$ cat config.mk
export PLATFORM = sky130hd
export DESIGN_NAME = fifo_wr_arbiter_flat
export DESIGN_NICKNAME = d
export VERILOG_FILES = /design/src/rtl/fifo_wr_arbiter_if.sv /design/src/rtl/fifo_wr_arbiter.sv /design/src/flat_wrapper.sv
export SDC_FILE = /design/constraint.sdc
export NUM_CORES = 1
export LEC_CHECK = 0
export BUFFER_PORTS_ARGS = -buffer_cell sky130_fd_sc_hd__buf_2
export CELL_PAD_IN_SITES_DETAIL_PLACEMENT = 1
export CELL_PAD_IN_SITES_GLOBAL_PLACEMENT = 2
export CORE_MARGIN = 2
export CORE_UTILIZATION = 18
export CTS_BUF_LIST = sky130_fd_sc_hd__clkbuf_4 sky130_fd_sc_hd__clkbuf_8
export CTS_CLUSTER_DIAMETER = 100
export DETAILED_ROUTE_END_ITERATION = 10
export PLACE_DENSITY_LB_ADDON = 0.3
export SYNTH_ARGS = -nofsm -noshare
export SYNTH_HDL_FRONTEND = slang
export SYNTH_SLANG_ARGS = --single-unit
$ cat constraint.sdc
create_clock -name clk_i -period 1.3 [get_ports clk_i]
set_input_delay 0 -clock clk_i [delete_from_list [all_inputs] [get_ports clk_i]]
set_output_delay 0 -clock clk_i [all_outputs]
set_load 0.03 [all_outputs]
$ cat src/rtl/fifo_wr_arbiter_if.sv
// Handshake bundle between NREQ producers, the write arbiter and the FIFO write port.
// The arbiter uses the slave side; whoever drives requests and the full flag uses master.
interface fifo_wr_arbiter_if #(
  parameter int NREQ = 4,
  parameter int DW   = 8
);
  logic [NREQ-1:0]    req_i;
  logic [NREQ*DW-1:0] req_data_i;
  logic               fifo_full_i;
  logic [NREQ-1:0]    gnt_o;
  logic [NREQ-1:0]    ack_o;
  logic               fifo_wr_o;
  logic [DW-1:0]      fifo_data_o;
  logic               busy_o;

  modport slave (
    input  req_i, req_data_i, fifo_full_i,
    output gnt_o, ack_o, fifo_wr_o, fifo_data_o, busy_o
  );

  modport master (
    output req_i, req_data_i, fifo_full_i,
    input  gnt_o, ack_o, fifo_wr_o, fifo_data_o, busy_o
  );
endinterface

$ cat src/rtl/fifo_wr_arbiter.sv
// Round-robin arbiter sharing one FIFO write port among NREQ producers, granting
// bursts of up to BURST_MAX beats and stalling while the FIFO is full.
module fifo_wr_arbiter #(
  parameter int NREQ      = 4,
  parameter int DW        = 8,
  parameter int BURST_MAX = 4
) (
  input  logic              clk_i,
  input  logic              rst_ni,
  fifo_wr_arbiter_if.slave  bus
);
  localparam int PW = (NREQ > 1) ? $clog2(NREQ) : 1;
  localparam int BW = (BURST_MAX > 1) ? $clog2(BURST_MAX) : 1;
  localparam logic [BW-1:0] LAST_BEAT = BW'(BURST_MAX - 1);
  localparam logic [PW-1:0] LAST_REQ  = PW'(NREQ - 1);

  typedef enum logic {ST_IDLE, ST_GRANT} state_t;

  state_t          state_q, state_d;
  logic [NREQ-1:0] gnt_q, gnt_d;
  logic [BW-1:0]   beat_q, beat_d;
  logic [PW-1:0]   rr_q, rr_d;

  logic [PW-1:0]   win_idx;
  logic            win_vld;
  logic [PW-1:0]   gnt_idx;
  logic [PW-1:0]   rr_after;
  logic            req_g;
  logic            wr;
  logic [DW-1:0]   data_mux;
  logic [DW-1:0]   slice_masked [NREQ];

  for (genvar gi = 0; gi < NREQ; gi++) begin : g_slice
    assign slice_masked[gi] = gnt_q[gi] ? bus.req_data_i[gi*DW +: DW] : '0;
  end

  // Scan from the highest offset down so the closest requester to rr_q wins last.
  always_comb begin
    int          idx;
    logic [PW-1:0] cand;
    idx     = 0;
    cand    = '0;
    win_vld = 1'b0;
    win_idx = '0;
    for (int k = NREQ - 1; k >= 0; k--) begin
      idx = int'(rr_q) + k;
      if (idx >= NREQ) idx = idx - NREQ;
      cand = PW'(idx);
      if (bus.req_i[cand]) begin
        win_vld = 1'b1;
        win_idx = cand;
      end
    end
  end

  always_comb begin
    gnt_idx  = '0;
    data_mux = '0;
    for (int i = 0; i < NREQ; i++) begin
      if (gnt_q[i]) gnt_idx = PW'(i);
      data_mux = data_mux | slice_masked[i];
    end
  end

  assign rr_after = (gnt_idx == LAST_REQ) ? '0 : gnt_idx + PW'(1);
  assign req_g    = |(gnt_q & bus.req_i);
  assign wr       = (state_q == ST_GRANT) && req_g && !bus.fifo_full_i;

  assign bus.gnt_o       = gnt_q;
  assign bus.ack_o       = gnt_q & {NREQ{wr}};
  assign bus.fifo_wr_o   = wr;
  assign bus.fifo_data_o = data_mux;
  assign bus.busy_o      = (state_q == ST_GRANT);

  always_comb begin
    state_d = state_q;
    gnt_d   = gnt_q;
    beat_d  = beat_q;
    rr_d    = rr_q;
    case (state_q)
      ST_IDLE: begin
        if (win_vld) begin
          gnt_d   = {{(NREQ-1){1'b0}}, 1'b1} << win_idx;
          beat_d  = '0;
          state_d = ST_GRANT;
        end
      end
      ST_GRANT: begin
        // A dropped request ends the burst even mid-stall; a full FIFO just holds.
        if (!req_g || (wr && beat_q == LAST_BEAT)) begin
          state_d = ST_IDLE;
          gnt_d   = '0;
          rr_d    = rr_after;
        end else if (wr) begin
          beat_d = beat_q + BW'(1);
        end
      end
      default: begin
        state_d = ST_IDLE;
        gnt_d   = '0;
      end
    endcase
  end

  always_ff @(posedge clk_i or negedge rst_ni) begin
    if (!rst_ni) begin
      state_q <= ST_IDLE;
      gnt_q   <= '0;
      beat_q  <= '0;
      rr_q    <= '0;
    end else begin
      state_q <= state_d;
      gnt_q   <= gnt_d;
      beat_q  <= beat_d;
      rr_q    <= rr_d;
    end
  end
endmodule
$ cat src/flat_wrapper.sv
// flat-port wrapper written by rule: the top's interface ports become plain ports
module fifo_wr_arbiter_flat 
#(
  parameter int NREQ      = 4,
  parameter int DW        = 8,
  parameter int BURST_MAX = 4
)
  (clk_i, rst_ni, bus_req_i, bus_req_data_i, bus_fifo_full_i, bus_gnt_o, bus_ack_o, bus_fifo_wr_o, bus_fifo_data_o, bus_busy_o);
  fifo_wr_arbiter_if #(.NREQ(NREQ), .DW(DW)) bus_i ();
  input  logic clk_i;
  input  logic rst_ni;
  input wire logic [$bits(bus_i.req_i)-1:0] bus_req_i;
  input wire logic [$bits(bus_i.req_data_i)-1:0] bus_req_data_i;
  input wire logic [$bits(bus_i.fifo_full_i)-1:0] bus_fifo_full_i;
  output wire logic [$bits(bus_i.gnt_o)-1:0] bus_gnt_o;
  output wire logic [$bits(bus_i.ack_o)-1:0] bus_ack_o;
  output wire logic [$bits(bus_i.fifo_wr_o)-1:0] bus_fifo_wr_o;
  output wire logic [$bits(bus_i.fifo_data_o)-1:0] bus_fifo_data_o;
  output wire logic [$bits(bus_i.busy_o)-1:0] bus_busy_o;
  assign bus_i.req_i = bus_req_i;
  assign bus_i.req_data_i = bus_req_data_i;
  assign bus_i.fifo_full_i = bus_fifo_full_i;
  assign bus_gnt_o = bus_i.gnt_o;
  assign bus_ack_o = bus_i.ack_o;
  assign bus_fifo_wr_o = bus_i.fifo_wr_o;
  assign bus_fifo_data_o = bus_i.fifo_data_o;
  assign bus_busy_o = bus_i.busy_o;
  fifo_wr_arbiter #(.NREQ(NREQ), .DW(DW), .BURST_MAX(BURST_MAX)) u_core (.clk_i(clk_i), .rst_ni(rst_ni), .bus(bus_i));
endmodule
# Word level (Yosys, flattened, before mapping)
# Index checks and enable logic that the tools add are counted.
totals:
  in_bits: 39
  register_bits: 9
  output_inout_bits: 18
  elab_cells: 82
classes:
  addsub: 9
  n_eq_ne: 6
  n_shift: 1
  magnitude_cmp: 8
  bitwise_logic: 6
  mux: 38
  reduce_logical: 10
op_table:
  columns: ["op", "n"]
  rows:
  - ["2-to-1 mux 8 bit", 4]
  - ["2-to-1 mux 2 bit", 14]
  - ["bitwise OR 8 bit", 3]
  - ["less-than comparator 2 x 3 -> 1 bit (second input constant)", 4]
  - ["2-to-1 mux 1 bit", 11]
  - [">= comparator 3 bit (second input constant)", 3]
  - ["AND 4 bit", 2]
  - ["binary-select mux 1 bit (select 2 bit)", 4]
  - ["2-to-1 mux 4 bit", 2]
  - ["case mux 4 bit (2 select lines)", 1]
  - ["subtractor 2 x 1 -> 2 bit (second input constant)", 4]
  - ["adder 2 x 2 -> 3 bit (second input constant)", 2]
  - ["inequality test 2 bit (second input constant)", 3]
  - ["adder 2 x 1 -> 2 bit (second input constant)", 2]
  - ["== test 2 bit (second input constant)", 2]
  - ["case mux 2 bit (2 select lines)", 1]
  - ["AND reduction 2 bit", 2]
  - ["OR reduction 4 bit", 1]
  - ["left shift 1 x 2 -> 4 bit (first input constant)", 1]
  - ["adder 2 x 1 -> 3 bit (second input constant)", 1]
  - [">= comparator 2 x 3 -> 1 bit (second input constant)", 1]
  - ["logical AND 1 bit", 3]
  - ["AND reduction 3 bit", 1]
  - ["zero test 1 bit", 2]
  - ["other kinds (4)", 4]

# Depth between registers and ports, before layout
logic_depth:
  ltp_word: 12
  ltp_mapped: 5
  mapped_depth_nobuf: 5

# Worst setup path before layout
# OpenSTA, ideal clock, no wires.
synth_path:
  path_kind: "reg-to-reg"
  from: "register u_core.gnt_q[1] (netlist: u_core.bus.gnt_o[1])"
  to: "register u_core.beat_q[1]"
  path_slack_ns: -0.184
  path_buffers: 0
  synth_period_minus_slack_ns: 1.484
  setup_time_ns: 0.122
  t_required_ns: 1.178
  t_arrival_ns: 1.362
  stages_incl_launch_ff: 4
  cell_sequence: "dfrtp_1 a22o_1 o211a_4 a32o_1"
synth_via:
  elab_chain_cells: 8
  word_cells_on_any_way: 10
  classes_between: "2 x eq/ne; 1 x bitwise; 7 x reduce/logical"
synth_lines:
  columns: ["element", "line_no", "rtl"]
  rows:
  - ["start: declaration", "fifo_wr_arbiter.sv:20", "logic [NREQ-1:0] gnt_q, gnt_d;"]
  - ["start signal: assignment", "fifo_wr_arbiter.sv:113", "gnt_q <= gnt_d;"]
  - ["AND 4 bit (*)", "fifo_wr_arbiter.sv:66", "assign req_g = |(gnt_q & bus.req_i);"]
  - ["OR reduction 4 bit (*)", "fifo_wr_arbiter.sv:66", null]
  - ["logical AND 1 bit (*) (2 in series)", "fifo_wr_arbiter.sv:67", "assign wr = (state_q == ST_GRANT) && req_g && !bus.fifo_full_i;"]
  - ["net bus_fifo_wr_o", "flat_wrapper.sv:17", "output wire logic [$bits(bus_i.fifo_wr_o)-1:0] bus_fifo_wr_o;"]
  - ["logical AND 1 bit", "fifo_wr_arbiter.sv:90", "if (!req_g || (wr && beat_q == LAST_BEAT)) begin"]
  - ["logical OR 1 bit", "fifo_wr_arbiter.sv:90", null]
  - ["inequality test 2 bit (no source line)", null, null]
  - ["AND reduction 3 bit (no source line) (*)", null, null]
  - ["end signal: assignment", "fifo_wr_arbiter.sv:114", "beat_q <= beat_d;"]
  - ["end: declaration", "fifo_wr_arbiter.sv:21", "logic [BW-1:0] beat_q, beat_d;"]
# Mark *: on every way through the listed nets, which the timed path passes. The rest lies on a longest branch.
# A chain may end at the register's enable or synchronous reset.

# Final worst setup path
layout_path:
  from: "register u_core.gnt_q[0] (netlist: u_core.bus.gnt_o[0])"
  to: "output bus_ack_o[1]"
layout_via:
  elab_chain_cells: 5
layout_lines:
  columns: ["element", "line_no", "rtl"]
  rows:
  - ["AND 4 bit", "fifo_wr_arbiter.sv:66", null]
  - ["OR reduction 4 bit", "fifo_wr_arbiter.sv:66", null]
  - ["logical AND 1 bit (2 in series)", "fifo_wr_arbiter.sv:67", null]
  - ["AND 4 bit", "fifo_wr_arbiter.sv:70", "assign bus.ack_o = gnt_q & {NREQ{wr}};"]
  - ["end: declaration", "flat_wrapper.sv:16", "output wire logic [$bits(bus_i.ack_o)-1:0] bus_ack_o;"]
# Every way passes these cells.

==> flow_summary.toml <==
[synthesis]
yosys.area.top_type_share_pct = 30.4
syn_area_per_cell_um2 = 8.71
synth_enable_flop_cells = 0
synth.most_common_cell = "a22oi_1"
synth_seq_area_share_pct = 30.4
async_reset_ff_share_pct = 100
dominantRegCellSynth = "dfrtp_1"
synth-warning-count = 0
synthTopCellsByArea = "dfrtp_1 30%, a22oi_1 16%, nand2_1 6.6%, a32o_1 4.1%, and2_1 3.4%"
synth-seq-cells = 9
synth_cells = 85
mappedNetlistNets = 125
synth_cell_type_count = 34
syn-cell-area_um2 = 741
synth_commonest_cells = "16 x a22oi_1, 13 x nand2_1, 9 x dfrtp_1"
netlist.top_cell.by_area = "dfrtp_1"

[worst_setup_path]
startpoint_type = "flop"
timing.rr.start = "u_core.bus.gnt_o[0]$_DFFE_PN0P_"
cell_class_contributing_the_biggest_share_of_worst_path_delay = "compound AO/OA/AOI/OAI gates"
critPathArrivalTime_ps = 1480
end_kind = "primary output"
critical_path.max_fanout = 5
crit_start = "u_core.bus.gnt_o[0]$_DFFE_PN0P_"
critical-path-max-stage-delay_ps = 400
critical_path_class = "reg -> out"
critPathSlowestCell = "dfrtp_2"
crit_path_cell_trace = "a22o_4, o211a_4, and2_4, buf_6"
worst-endpoint-required_ps = 1300
cp_num_buf_inv = 1

[final_layout]
final.fill_count = 487
fin_nets = 196
flow.area_growth_from_synthesis_pct = 85.0
post-route-util_pct = 34.5
antennaDiodeCount = 0
layout-drive-gt1-share_pct = 65.8

[power_and_ir_drop]
proportion_of_power_drawn_by_combinational_gates_pct = 71.2
p_per_area_mw_per_mm2 = 2210
max_vdd_drop_mv = 0.623
intPower_uw = 1530
finalPower_uw = 3020
proportion_of_power_drawn_by_the_clock_network_pct = 11.7
share_seq_of_total_power_pct = 17.1
power.static_leakage_uw = 0.000700
switching_share_pct = 49.4
total_switching_power_uw = 1490

[timing]
setup_viol = 13
max_clock_freq_mhz = 678
finClkSkew_ps = 5.15
timing.final.crit_share_pct = 114
final_period_minus_worst_setup_slack_ps = 1480
worst-slew-pin-transition_ps = 268
timing_hold_violations_final = 0
maxSlewHeadroom_pct = 82.1
final_max_slew_viol_count = 0
worst_slack_ps = -176
grt_setup_unrepaired = "true"

[floorplan]
placement_rows = 23
io_pins = 57
total_core_area_mm2 = 0.00397
die_w_um = 68.2
height_of_the_die_um = 68.2
die-area_mm2 = 0.00464
initial_utilization_pct = 18.7

[placed_design]
dp_hpwl_um = 2420
port_buffers = 56
gp_congestion = 0.729

[global_routing]
grt_start_max_net_pins = 14
overflow = 0
overall_track_demand_over_capacity_in_global_routing_pct = 13.9
antenna_found_initial = 0
grt_first_pass_wirelength_um = 4730
number_of_global_route_vias_before_repair = 984

[route]
route.antenna.remaining_nets = 0
viasPerCell = 4.78
number_of_drc_markers_in_iteration_0 = 28
detailroute.via_count = 979
drt-wirelength-per-cell_um = 15.7
remaining_drc_errors = 0
totalWireLength_um = 3210
dr.pass1.iters = 4

[clock_network]
cts_root_buffer = "clkbuf_8"
worstSkewPairLatency_ps = 240
cts_max_level = 1
numClockSinks = 9
clk_pin_slew_worst_paths_ps = 50
cts_tree = "built"
cts-buffers-inserted = 3
clk_path_buf_depth = 2

[outcome]
run_status = "finished with violations"
violations = "setup timing"

[flow_run]
drv_cap = 0

[hold_path]
worst_hold_startpoint = "bus_fifo_full_i"
holdCritPathClass = "in -> reg"
==> flip-flops by register name, indices dropped and copies added, names as in the netlist <==
signal             flops
u_core.bus.gnt_o       4
u_core.beat_q          2
u_core.bus.busy_o      1
u_core.rr_q            2
==> metal layers <==
layer / share of wire (%) / up-vias / track usage [%]
met1: 40 / 485 / 17.0
met2: 56 / 21 / 24.2
li1: - / 469 / -
met3: 3.0 / 4 / 1.15
met4: 1.8 / 0 / 6.75
met5: 0 / - / 0
==> final cells by class <==
type                            count  area, µm²  area share (%)
Multi-Input combinational cell     67        577            42.1
Tap cell                           50       62.6            4.57
Timing Repair Buffer               70        433            31.6
Clock buffer                        4       48.8            3.56
Sequential cell                     9        230            16.8
Inverter                            5       18.8            1.37
==> final timing paths <==
| check | depth (start not counted) | slack [ps] | end |
|---|---|---|---|
| min reg2reg | 1 | 530 | u_core.beat_q[1]$_DFFE_PN0P_ |
| max reg2reg | 4 | -110 | u_core.beat_q[1]$_DFFE_PN0P_ |
| max | 4 | -180 | bus_ack_o[1] |
| min in group asynchronous | 2 | 190 | u_core.bus.busy_o$_DFF_PN0_ |
| max in group asynchronous | 2 | 900 | u_core.bus.gnt_o[0]$_DFFE_PN0P_ |
| min | 3 | 180 | u_core.bus.busy_o$_DFF_PN0_ |
==> power by group through the flow <==
stage	clock network, µW	registers (µW)	logic, µW
after global routing	375	532	2330
after CTS	358	505	2050
after floorplan	0	641	1120
final	355	516	2150
after global placement	0	488	1910
after detailed placement	0	501	1960
==> cell families (layout without fill, tap and decap cells) <==
group | after synthesis | count (layout) | share of synthesized area, %
AOI/OAI and AO/OA | 35 | 35 | 41.2
and+or+nand+nor | 29 | 29 | 19.3
DFF | 9 | 9 | 30.4
buffers and inverters | 9 | 79 | 4.56
muxes | 2 | 2 | 2.87
adders and majority gates | 1 | 1 | 1.69
==> per-stage QoR <==
step	setup WS [ps]	hold slack [ps]	area [µm²]	std cells	TNS, ps
after detailed placement	-110	-128	1180	199	-497
after global placement	-56.7	-136	1180	199	-231
after floorplan	-125	-296	762	85	-811
after global routing	-204	212	1370	205	-2100
after CTS	-183	153	1310	205	-1690
final	-176	180	1370	205	-1520
==> layout by cell type (no fill, tap or decap), types with 2 or more instances in the layout <==
master / n
and2_4: 4
inv_2: 2
a22oi_2: 6
nand3_1: 2
a22oi_1: 10
a22o_4: 2
a32o_1: 3
nand2_1: 12
inv_1: 3
clkbuf_8: 3
nor2_1: 3
buf_4: 10
clkbuf_4: 2
buf_2: 50
dfrtp_2: 4
a32o_2: 2
dfrtp_1: 5
buf_6: 8
==> tightest hold or removal path: stages <==
cell and delay [ps]:
buf_2 130, o221ai_4 150, nand2_1 90
==> timing repair <==
action / in CTS / in global routing
hold buffers: 1 / 0
setup endpoints to repair: 14 / 21
pin swaps: 2 / 5
gates resized for setup: 19 / 13
endpoints found under the hold margin: 9 / 0
setup buffers: 1 / 0
No activity file was read; power rests on OpenSTA's default activity.
